===== config.mk =====
export PLATFORM = sky130hd
export DESIGN_NAME = fft_agu_seq_flat
export DESIGN_NICKNAME = d
export VERILOG_FILES = /design/src/rtl/fft_agu_seq_if.sv /design/src/rtl/fft_agu_seq.sv /design/src/flat_wrapper.sv
export SDC_FILE = /design/constraint.sdc
export NUM_CORES = 1
export LEC_CHECK = 0
export ABC_CLOCK_PERIOD_IN_PS = 8800
export CAP_MARGIN = 20
export CORE_MARGIN = 2
export CORE_UTILIZATION = 39
export CTS_CLUSTER_SIZE = 12
export DETAILED_ROUTE_END_ITERATION = 12
export MAX_ROUTING_LAYER = met4
export PLACE_DENSITY_LB_ADDON = 0.25
export SYNTH_ARGS = -nofsm -noshare
export SYNTH_HDL_FRONTEND = slang
export SYNTH_SLANG_ARGS = --single-unit

===== constraint.sdc =====
create_clock -name clk -period 8.8 [get_ports clk]
set_input_delay 0.88 -clock clk [delete_from_list [all_inputs] [get_ports clk]]
set_output_delay 0.88 -clock clk [all_outputs]
set_load 0.005 [all_outputs]

===== src/rtl/fft_agu_seq_if.sv =====
// Address stream from the FFT AGU to the butterfly/memory controller.
// One tuple per transfer: two operand addresses, twiddle index, stage and last-pair flag.
interface fft_agu_seq_if #(
  parameter int N = 1024
);
  localparam int LOG2N = $clog2(N);

  logic             out_valid;
  logic             out_ready;
  logic [LOG2N-1:0] address1;
  logic [LOG2N-1:0] address2;
  logic [LOG2N-2:0] twiddle_addr;
  logic [LOG2N-1:0] stage_out;
  logic             last_in_stage;

  modport master (
    output out_valid, address1, address2, twiddle_addr, stage_out, last_in_stage,
    input  out_ready
  );

  modport slave (
    input  out_valid, address1, address2, twiddle_addr, stage_out, last_in_stage,
    output out_ready
  );
endinterface


===== src/rtl/fft_agu_seq.sv =====
// Self-sequencing radix-2 FFT address generator: walks every (stage, pair) of a
// runtime-sized transform and streams operand/twiddle addresses with backpressure.
module fft_agu_seq #(
  parameter int N = 1024
) (
  input  logic                   clk,
  input  logic                   rst_n,
  input  logic                   start,
  input  logic [$clog2(N)-1:0]   log_n,
  output logic                   busy,
  output logic                   done,
  fft_agu_seq_if.master          bus
);
  localparam int LOG2N = $clog2(N);
  localparam int PW    = LOG2N - 1;
  localparam logic [LOG2N-1:0] LOG2N_V = LOG2N'(LOG2N);
  localparam logic [LOG2N-1:0] ONE     = LOG2N'(1);
  localparam logic [LOG2N-1:0] TWO     = LOG2N'(2);

  typedef enum logic {IDLE, RUN} state_t;

  state_t           state_q, state_d;
  logic [LOG2N-1:0] stage_q, stage_d;
  logic [LOG2N-1:0] n_q, n_d, n_clamped;
  logic [PW-1:0]    pair_q, pair_d, pair_max;
  logic             xfer, last_pair, final_pair, load;

  logic             busy_d, valid_d, done_d;
  logic [LOG2N-1:0] addr1_d, addr2_d;
  logic [PW-1:0]    tw_d, tw_keep;
  logic [LOG2N-1:0] tw_shift;

  logic             busy_q, valid_q, done_q, last_q;
  logic [LOG2N-1:0] addr1_q, addr2_q, stage_out_q;
  logic [PW-1:0]    tw_q;

  // Left rotation confined to the low n bits; s is always below n.
  function automatic logic [LOG2N-1:0] rotl_n(input logic [LOG2N-1:0] x,
                                              input logic [LOG2N-1:0] s,
                                              input logic [LOG2N-1:0] n);
    logic [LOG2N-1:0] mask;
    mask = ~({LOG2N{1'b1}} << n);
    return ((x << s) | (x >> (n - s))) & mask;
  endfunction

  assign n_clamped  = (log_n < TWO) ? TWO : ((log_n > LOG2N_V) ? LOG2N_V : log_n);
  assign pair_max   = ~({PW{1'b1}} << (n_q - ONE));
  assign last_pair  = (pair_q == pair_max);
  assign final_pair = last_pair && (stage_q == n_q - ONE);
  assign xfer       = valid_q && bus.out_ready;

  always_ff @(posedge clk or negedge rst_n) begin
    if (!rst_n) state_q <= IDLE;
    else        state_q <= state_d;
  end

  always_comb begin
    state_d = state_q;
    case (state_q)
      IDLE: if (start) state_d = RUN;
      RUN:  if (xfer && final_pair) state_d = IDLE;
      default: state_d = IDLE;
    endcase
  end

  always_comb begin
    busy_d  = (state_d == RUN);
    valid_d = (state_d == RUN);
    done_d  = (state_q == RUN) && (state_d == IDLE);
  end

  // Counters describe the tuple that will be presented after the next edge.
  always_comb begin
    stage_d = stage_q;
    pair_d  = pair_q;
    n_d     = n_q;
    load    = 1'b0;
    if (state_q == IDLE) begin
      if (start) begin
        n_d     = n_clamped;
        stage_d = '0;
        pair_d  = '0;
        load    = 1'b1;
      end
    end else if (xfer && !final_pair) begin
      load = 1'b1;
      if (last_pair) begin
        pair_d  = '0;
        stage_d = stage_q + ONE;
      end else begin
        pair_d  = pair_q + 1'b1;
      end
    end
  end

  always_comb begin
    addr1_d  = rotl_n({pair_d, 1'b0}, stage_d, n_d);
    addr2_d  = rotl_n({pair_d, 1'b1}, stage_d, n_d);
    tw_shift = n_d - ONE - stage_d;
    tw_keep  = (pair_d >> tw_shift) << tw_shift;
    tw_d     = tw_keep << (LOG2N_V - n_d);
  end

  always_ff @(posedge clk or negedge rst_n) begin
    if (!rst_n) begin
      stage_q     <= '0;
      pair_q      <= '0;
      n_q         <= '0;
      busy_q      <= 1'b0;
      valid_q     <= 1'b0;
      done_q      <= 1'b0;
      last_q      <= 1'b0;
      addr1_q     <= '0;
      addr2_q     <= '0;
      tw_q        <= '0;
      stage_out_q <= '0;
    end else begin
      stage_q <= stage_d;
      pair_q  <= pair_d;
      n_q     <= n_d;
      busy_q  <= busy_d;
      valid_q <= valid_d;
      done_q  <= done_d;
      if (load) begin
        addr1_q     <= addr1_d;
        addr2_q     <= addr2_d;
        tw_q        <= tw_d;
        stage_out_q <= stage_d;
        last_q      <= (pair_d == ~({PW{1'b1}} << (n_d - ONE)));
      end
    end
  end

  assign busy              = busy_q;
  assign done              = done_q;
  assign bus.out_valid     = valid_q;
  assign bus.address1      = addr1_q;
  assign bus.address2      = addr2_q;
  assign bus.twiddle_addr  = tw_q;
  assign bus.stage_out     = stage_out_q;
  assign bus.last_in_stage = last_q;
endmodule

===== src/flat_wrapper.sv =====
// flat-port wrapper written by rule: the top's interface ports become plain ports
module fft_agu_seq_flat 
#(
  parameter int N = 1024
)
  (clk, rst_n, start, log_n, busy, done, bus_out_valid, bus_address1, bus_address2, bus_twiddle_addr, bus_stage_out, bus_last_in_stage, bus_out_ready);
  fft_agu_seq_if #(.N(N)) bus_i ();
  input  logic clk;
  input  logic rst_n;
  input  logic start;
  input  logic [$clog2(N)-1:0] log_n;
  output logic busy;
  output logic done;
  output wire logic [$bits(bus_i.out_valid)-1:0] bus_out_valid;
  output wire logic [$bits(bus_i.address1)-1:0] bus_address1;
  output wire logic [$bits(bus_i.address2)-1:0] bus_address2;
  output wire logic [$bits(bus_i.twiddle_addr)-1:0] bus_twiddle_addr;
  output wire logic [$bits(bus_i.stage_out)-1:0] bus_stage_out;
  output wire logic [$bits(bus_i.last_in_stage)-1:0] bus_last_in_stage;
  input wire logic [$bits(bus_i.out_ready)-1:0] bus_out_ready;
  assign bus_out_valid = bus_i.out_valid;
  assign bus_address1 = bus_i.address1;
  assign bus_address2 = bus_i.address2;
  assign bus_twiddle_addr = bus_i.twiddle_addr;
  assign bus_stage_out = bus_i.stage_out;
  assign bus_last_in_stage = bus_i.last_in_stage;
  assign bus_i.out_ready = bus_out_ready;
  fft_agu_seq #(.N(N)) u_core (.clk(clk), .rst_n(rst_n), .start(start), .log_n(log_n), .busy(busy), .done(done), .bus(bus_i));
endmodule

======== Word level (Yosys, flattened, before mapping) ========
Cells that the tools add are included.
storage, ports and cells
  input bits .............................. 14
  output and inout bits ................... 43
  register bits ........................... 71
operators by class
  reduce and logical (&&, ||, !) cells .... 6
  mux-type cells .......................... 17
  bitwise operators ....................... 9
  shifts and indexed selects .............. 10
  $lt $le $gt $ge ......................... 2
  add/sub/neg operators ................... 7
  equal/unequal tests ..................... 3
operator list
  cell                                                          count
  2-to-1 mux 10 bit                                             8
  2-to-1 mux 9 bit                                              4
  bitwise AND 10 bit                                            2
  OR 10 bit                                                     2
  left shift 10 x 10 -> 10 bit                                  2
  left shift 9 x 10 -> 9 bit                                    2
  left shift 9 x 10 -> 9 bit (first input constant)             2
  >> shifter 10 x 10 -> 10 bit                                  2
  subtractor 10 x 1 -> 10 bit (second input constant)           2
  subtractor 10 bit                                             2
  == test 9 bit                                                 2
  NOT 9 bit                                                     2
  adder 10 x 1 -> 10 bit (second input constant)                1
  == test 10 bit                                                1
  > comparator 10 x 4 -> 1 bit (second input constant)          1
  less-than comparator 10 x 2 -> 1 bit (second input constant)  1
  NOT 10 bit                                                    1
  left shift 10 x 10 -> 10 bit (first input constant)           1
  >> shifter 9 x 10 -> 9 bit                                    1
  subtractor 4 x 10 -> 10 bit (first input constant)            1
  adder 9 x 1 -> 9 bit (second input constant)                  1
  logical AND 1 bit                                             5
  2-to-1 mux 1 bit                                              4
  NOT 1 bit                                                     2
  other kinds (2)                                               2

======== Longest topological paths before layout ========
Gate-level depths: netlist of the first run.
  depth after elaboration ................. 13
  depth in mapped cells ................... 31

======== Worst setup path before layout of the first run ========
No wires, ideal clock.
  kind .................................... register to register
  from .................................... register u_core.n_q[0]
  to ...................................... register u_core.tw_q[6] (netlist: u_core.bus.twiddle_addr[6])
  slack ................................... 1933 ps
  arrival time ............................ 6799 ps
  clock period less this slack ............ 6867 ps
  setup time .............................. 68 ps
  path buffers ............................ 3
  stages on the path, launching flop included .. 29
  required time ........................... 8732 ps
  cells stage by stage .................... dfrtp_1 -> buf_2 -> inv_1 -> ha_1 -> or4b_1 -> nor4b_1 -> o311ai_2 -> nor3_2 -> mux2_2 -> nor2_2 -> clkbuf_1 -> and3_1 -> clkbuf_1 -> nand2_1 -> o21ai_0 -> inv_1 -> ha_1 -> or2_2 -> a21o_1 -> nand2_1 -> o21ai_0 -> a2111oi_4 -> o32ai_1 -> nor4_4 -> nand2_1 -> nor3_1 -> o221ai_2 -> o211ai_2 -> a32o_1
between the ends
  cells in the longest elaborated chain, start to end .. 13
  elaborated cells on any way between the ends .. 24
  those cells by class .................... 4 x add/sub; 2 x eq/ne; 4 x shift; 10 x mux; 1 x bitwise; 3 x reduce/logical
ends and longest elaborated chain
  what                             RTL line                              source
  start, declared                  fft_agu_seq.sv:24                     logic [LOG2N-1:0] n_q, n_d, n_clamped;
  start signal, assigned           fft_agu_seq.sv:120                    n_q <= n_d;
  subtractor 10 x 1 -> 10 bit (*)  fft_agu_seq.sv:47, fft_agu_seq.sv:49
  left shift 9 x 10 -> 9 bit       fft_agu_seq.sv:47                     assign pair_max = ~({PW{1'b1}} << (n_q - ONE));
  NOT 9 bit                        fft_agu_seq.sv:47
  == test 9 bit                    fft_agu_seq.sv:48                     assign last_pair = (pair_q == pair_max);
  logical AND 1 bit                fft_agu_seq.sv:49                     assign final_pair = last_pair && (stage_q == n_q - ONE);
  logical NOT 1 bit                fft_agu_seq.sv:85                     end else if (xfer && !final_pair) begin
  logical AND 1 bit                fft_agu_seq.sv:85
  2-to-1 mux 10 bit (*)            fft_agu_seq.sv:85
  2-to-1 mux 10 bit (*)            fft_agu_seq.sv:78                     if (state_q == IDLE) begin
  net u_core.stage_d[4]            fft_agu_seq.sv:23                     logic [LOG2N-1:0] stage_q, stage_d;
  subtractor 10 bit (*)            fft_agu_seq.sv:99                     tw_shift = n_d - ONE - stage_d;
  >> shifter 9 x 10 -> 9 bit       fft_agu_seq.sv:100                    tw_keep = (pair_d >> tw_shift) << tw_shift;
  left shift 9 x 10 -> 9 bit (*)   fft_agu_seq.sv:100
  left shift 9 x 10 -> 9 bit (*)   fft_agu_seq.sv:101                    tw_d = tw_keep << (LOG2N_V - n_d);
  end signal, assigned             fft_agu_seq.sv:127                    tw_q <= tw_d;
  end, declared                    fft_agu_seq.sv:35                     logic [PW-1:0] tw_q;
The timed path passes the listed nets; every way through them passes the cells marked *.
A chain may end at the register's enable or synchronous reset.

======== Final worst setup path of the first run ========
Same ends and word-level chain as after synthesis.

==> results.cfg, run 1 <==
[outcome]
run_status = finished, final reports clean

[logic_synthesis]
syn_area_per_cell_um2 = 7.53
synth_edf_count = 0
yosysWarnings = 0
synthFlopType = dfrtp_1
synthCells = 1003
netlist_area_um2 = 7550
yosys_register_bits = 71
async_flop_share_pct = 100
synth_fp_nets = 1040
synth_cell_type_count = 102
synth_seq_area_share_pct = 23.5

[pwr]
power.density_nw_per_um2 = 168
p_leak_uw = 0.00352
irDropWorstVdd_mv = 0.131

[clock_network]
clk_latency_ns = 0.35
h-tree-depth = 3
cts_root_buf = clkbuf_16
cts_tree = built
path_clk_slew_ns = 0.06
cts_setup_buffers = 0
clockBufferDepth = 2
cts.sinks = 71
cts_buffers = 9

[worst_setup_path]
ff2ff_setup_slack_ns = 0.71
critical_path.endpoint_type = register
cp-startpoint = u_core.n_q[0]
r2r_end = u_core.bus.twiddle_addr[6]
max_stage_delay_ns = 0.55
required_ns = 9.08
crit_type = reg2reg
crit_fanout = 14
r2r_cells = 26
start_kind = register
arrival_ns = 8.37
rr_startpoint = u_core.n_q[0]
worst_path_max_delay_cell = or4b_1

[drt]
dr.pass1.iters = 5
wl_um = 26500
drtIter0Drc = 885
drc = 0
num_vias = 8044
wl_per_cell_um = 20.4
drtAntennaViolNets = 0
vias_per_cell = 6.19

[floorplanning]
initial_core_util_pct = 40.1
die-area_um2 = 20500
die_h_um = 143
die_w_um = 143
rows = 50
coreArea_um2 = 18800
ioPinCount = 57

[placed_design]
place.gp.congestion = 0.987
port_buffers = 56
dpl.hpwl_um = 19900

[global_route]
grt_pass1_vias = 7563
grt_max_degree = 72
grt_usage_pct = 27.0
grt-ovfl-total = 0
grt_pass1_wl_um = 42100
antenna_found_initial = 0

[sta]
fin_skew_ns = 0.00885
fmax_mhz = 124
setup_viol = 0
period_needed_ns = 8.09
slew-limit-headroom_pct = 31.1
setup_tns_ns = 0
hold_violations = 0
grt_setup_unrepaired = false
tightest_slew_ns = 1.02
period_share_pct = 91.9
drv_slew = 0

[cells_and_area]
num-fill-cells = 1910
n_antenna_cell = 0
drive_gt1_share_pct = 10.1
finalNetCount = 1071
syn2layout_area_growth_pct = 14.5
utilization_pct = 45.9

[hold_path]
min_from = u_core.bus.address1[6]
hp-class = reg2reg
hold_end = u_core.bus.address1[6]
worstHoldPathCells = 2

[flow_run]
maxCapViolCount = 0
==> worst max path at each step <==
stage | endpoint | slack, ns
floorplan | u_core.bus.twiddle_addr[6] | 1.93
global route | u_core.bus.twiddle_addr[6] | 0.03
CTS | u_core.bus.twiddle_addr[6] | 0.63
finish | u_core.bus.twiddle_addr[6] | 0.71
global placement | u_core.bus.twiddle_addr[6] | 1.01
detailed placement | u_core.bus.twiddle_addr[6] | 0.65
==> cells in the mapped netlist (7+ instances only) <==
master       n  share of area (%)
o211ai_1    16                1.6
a211oi_1     9               0.89
nand2_1    123                6.1
o2111ai_1    7               0.81
or3_1        8               0.66
o21ai_1      8               0.53
nand3_1     37                2.5
or2_2        8               0.66
o22ai_1      7               0.58
mux2_2      10                1.5
xor2_1      14                1.6
ha_1        22                3.6
o21ai_0     55                3.6
clkbuf_1    44                2.2
inv_1       40                2.0
xnor2_1     33                3.8
mux2i_1     16                2.1
nand4_1     15                1.2
a31oi_1     20                1.7
and3_1      13                1.1
and2_1      12               0.99
o21a_1       9               0.89
nor4_1      11               0.91
a311oi_1     9                1.0
nor2_1     105                5.2
a21o_1       8               0.80
a21oi_1     72                4.8
nor3_1      41                2.7
dfrtp_1     71                 24
==> stage by stage <==
stage	instances	cell area [um2]	power (uW)	worst slack, ns	hold slack [ns]
2_1_floorplan	1003	7550	832	1.93	0.463
3_3_place_gp	1282	8330	1050	1.01	0.462
3_5_place_dp	1282	8330	1040	0.649	0.462
4_1_cts	1298	8640	1440	0.626	0.478
5_1_grt	1299	8650	1530	0.0258	0.504
6_report	1299	8650	1450	0.712	0.472
==> cells by family after synthesis <==
kind of cell / after synthesis / synth area share, %
adders and majority gates: 23 / 3.91
DFF: 71 / 23.5
AOI/OAI and AO/OA: 308 / 29.0
muxes: 26 / 3.61
and+or+nand+nor: 425 / 28.7
buffers and inverters: 103 / 5.80
xor gates and xnor gates: 47 / 5.45
==> registers in the layout, indices dropped and copies added, names as in the netlist <==
name and flops:
u_core.bus.address1 10, u_core.bus.address2 10, u_core.bus.stage_out 10, u_core.n_q 10
u_core.stage_q 10, u_core.bus.twiddle_addr 9, u_core.pair_q 9, u_core.bus.last_in_stage 1
u_core.done 1, u_core.state_q 1
==> report_power, final <==
group	internal [uW]	leakage (uW)	switching (uW)
registers	369	0.000936	48.2
clock network	235	0.000152	156
logic	251	0.00244	395
total	854	0.00352	599
==> cell usage in the layout, fill, tap and decap left out, types with 10 or more instances in the layout <==
cell type	instances
a21oi_1	72
nor4_1	11
o21ai_0	54
ha_1	22
xnor2_1	33
xor2_1	14
nand3_1	37
nand4_1	15
o211ai_1	16
nor2_1	104
buf_4	20
nor3_1	41
dfrtp_1	71
nand2_1	123
a31oi_1	20
and3_1	13
inv_1	40
and2_1	12
mux2_2	10
clkdlybuf4s50_1	55
mux2i_1	16
==> critical path: cells and delay by family (launching register included) <==
kind,cells,cell delay (ns)
compound gates,11,2.99
fa+ha+maj,3,1.13
buf+inv,3,0.45
flops,1,0.48
simple gates,9,2.93
==> per-layer routing <==
| layer | part of all wire, % | global-route usage [%] | routed length [um] |
|---|---|---|---|
| met5 | 0 | - | 0 |
| met4 | 3.1 | 9.59 | 812 |
| met3 | 7.5 | 3.69 | 1970 |
| met2 | 44 | 40.2 | 11700 |
| met1 | 45 | 37.3 | 12000 |
==> area by class of cell <==
| type | instances | area (um2) | area share, % |
|---|---|---|---|
| clock buffers | 11 | 253 | 2.92 |
| inverters | 48 | 188 | 2.17 |
| well taps | 260 | 325 | 3.76 |
| clock inverters | 5 | 56.3 | 0.651 |
| multi-input cells | 829 | 5350 | 61.8 |
| flip-flops and latches | 71 | 1780 | 20.5 |
| repair buffers | 75 | 701 | 8.10 |
==> repair_timing <==
| action | 4_1_cts | 5_1_grt |
|---|---|---|
| resized for setup | 0 | 1 |
| setup endpoints to repair | 0 | 7 |
| hold buffers | 0 | 0 |
Note: power is estimated with default switching activity, not from simulation.
==> inputs of run 2 (changes only) <==
--- a/config.mk
+++ b/config.mk
@@ -7,7 +7,7 @@
 export LEC_CHECK = 0
 export ABC_CLOCK_PERIOD_IN_PS = 8800
 export CAP_MARGIN = 20
-export CORE_MARGIN = 2
+export CORE_MARGIN = 8
 export CORE_UTILIZATION = 39
 export CTS_CLUSTER_SIZE = 12
 export DETAILED_ROUTE_END_ITERATION = 12
==> results.cfg, run 2 (synthesized netlist as in run 1, its figures left out) <==
[cells_and_area]
final_common_cell = nand2_1
utilization_pct = 45.3
n_antenna_cell = 0
syn2layout_area_growth_pct = 15.1
final_cell_count_no_fill = 1305
layout_common_cells = nand2_1, nor2_1, a21oi_1, dfrtp_1, clkdlybuf4s50_1
drive_gt1_share_pct = 10.2
finalNetCount = 1072

[drt]
dr.pass1.iters = 5
drc = 0
drtAntennaViolNets = 0
num_vias = 8151
wl_um = 26800
met3_length_um = 1840
wl_per_cell_um = 20.6
met1Wirelength_um = 12100
drtIter0Drc = 785
met2_length_um = 11900
topRoutingLayerUsed = met4
vias_per_cell = 6.25

[global_route]
antenna_found_initial = 0
grt_pass1_vias = 7767
grt_pass1_wl_um = 43000
grt-ovfl-total = 0
grt_max_degree = 72
grt_usage_pct = 23.0

[clock_network]
cts.sinks = 71
cts_root_buf = clkbuf_16
clk_latency_ns = 0.35
clockBufferDepth = 2
cts_setup_buffers = 0
cts_resized = 0
cts_buffers = 9
cts_tree = built
path_clk_slew_ns = 0.07
postCtsHoldBufs = 0
h-tree-depth = 3

[floorplanning]
die_h_um = 155
ioPinCount = 57
rows = 51
die_w_um = 155
die-area_um2 = 24100
initial_core_util_pct = 39.3
coreArea_um2 = 19200

[sta]
finalWorstSetupSlack_ns = 0.797
period_needed_ns = 8.00
fin_skew_ns = 0.00939
grt_setup_unrepaired = false
drv_slew = 0
setup_tns_ns = 0
tightest_slew_ns = 1.03
slew-limit-headroom_pct = 31.4
fmax_mhz = 125
period_share_pct = 90.9
setup_viol = 0
hold_violations = 0

[placed_design]
place.gp.congestion = 1.04
place_inst = 1289
place_ws_ns = 0.957
dpl.hpwl_um = 20200
port_buffers = 56

[worst_setup_path]
max_stage_delay_ns = 0.58
required_ns = 9.09
crit_fanout = 16
start_kind = register
critical_path.endpoint_type = register
arrival_ns = 8.29
crit_type = reg2reg
worst_path_max_delay_cell = nor4_4

[pwr]
intPower_uw = 905
irDropWorstVdd_mv = 0.120
p_seq_share_pct = 27.9
power_uw = 1500
power.density_nw_per_um2 = 173
sw_frac_of_total_pct = 39.7
comb_power_share_pct = 43.0
p_leak_uw = 0.00355
clkPwrFrac_pct = 29.2
p_switching_uw = 596

[flow_run]
maxCapViolCount = 0

[hold_path]
hp-class = reg2reg

[outcome]
run_status = finished, final reports clean
-- run 2: cell count changes in the layout (fill, tap and decap cells not counted) --
cell,before,now
buf_4,20,21
bufinv_16,1,3
clkbuf_8,2,1
clkinv_4,1,0
nor2_2,1,2
nor2_4,1,0
-- run 2: critical path, delay by kind of cell (launching register included) --
family                     cells  cell delay (ns)
AOI/OAI and AO/OA              8             2.08
adders and majority gates      3             1.12
buffers and inverters          5             0.81
DFF                            1             0.48
muxes                          1             0.42
and+or+nand+nor               11             3.01
-- run 2: metrics by stage --
| stage | cell area, um2 | hold slack (ns) |
|---|---|---|
| after floorplan | 7550 | 0.463 |
| after global placement | 8350 | 0.461 |
| after CTS | 8690 | 0.478 |
| after global routing | 8690 | 0.499 |
| after detailed placement | 8350 | 0.463 |
| final | 8690 | 0.473 |
-- run 2: layout make-up --
class,instances,area [um2]
Clock inverter,6,108
Inverter,48,188
Timing Repair Buffer,76,708
Fill cell,1986,10500
Clock buffer,10,239
Multi-Input combinational cell,829,5340
Sequential cell,71,1780
Tap cell,265,332
-- run 2: power groups by stage --
stage          combinational, uW  clock [uW]  sequential, uW
2_1_floorplan                431           0             402
3_3_place_gp                 632           0             423
3_5_place_dp                 629           0             423
4_1_cts                      635         447             418
5_1_grt                      702         460             425
6_report                     645         438             418
-- run 2: metal layers --
| layer | global-route usage [%] | vias up |
|---|---|---|
| met2 | 35.1 | 372 |
| met5 | - | - |
| met4 | 9.89 | 0 |
| met3 | 3.22 | 67 |
| li1 | - | 3794 |
| met1 | 30.1 | 3918 |
-- run 2: path summary, 6_finish.rpt --
check / from / endpoint / slack [ns] / cells past startpoint
setup / recovery: u_core.n_q[0] / u_core.bus.twiddle_addr[8] / 0.80 / 28
min in group asynchronous: rst_n / u_core.bus.stage_out[4] / 0.69 / 1
hold reg to reg: u_core.bus.address1[6] / u_core.bus.address1[6] / 0.47 / 2
setup reg to reg: u_core.n_q[0] / u_core.bus.twiddle_addr[8] / 0.80 / 28
max in group asynchronous: rst_n / u_core.done / 7.50 / 1
hold / removal: u_core.bus.address1[6] / u_core.bus.address1[6] / 0.47 / 2
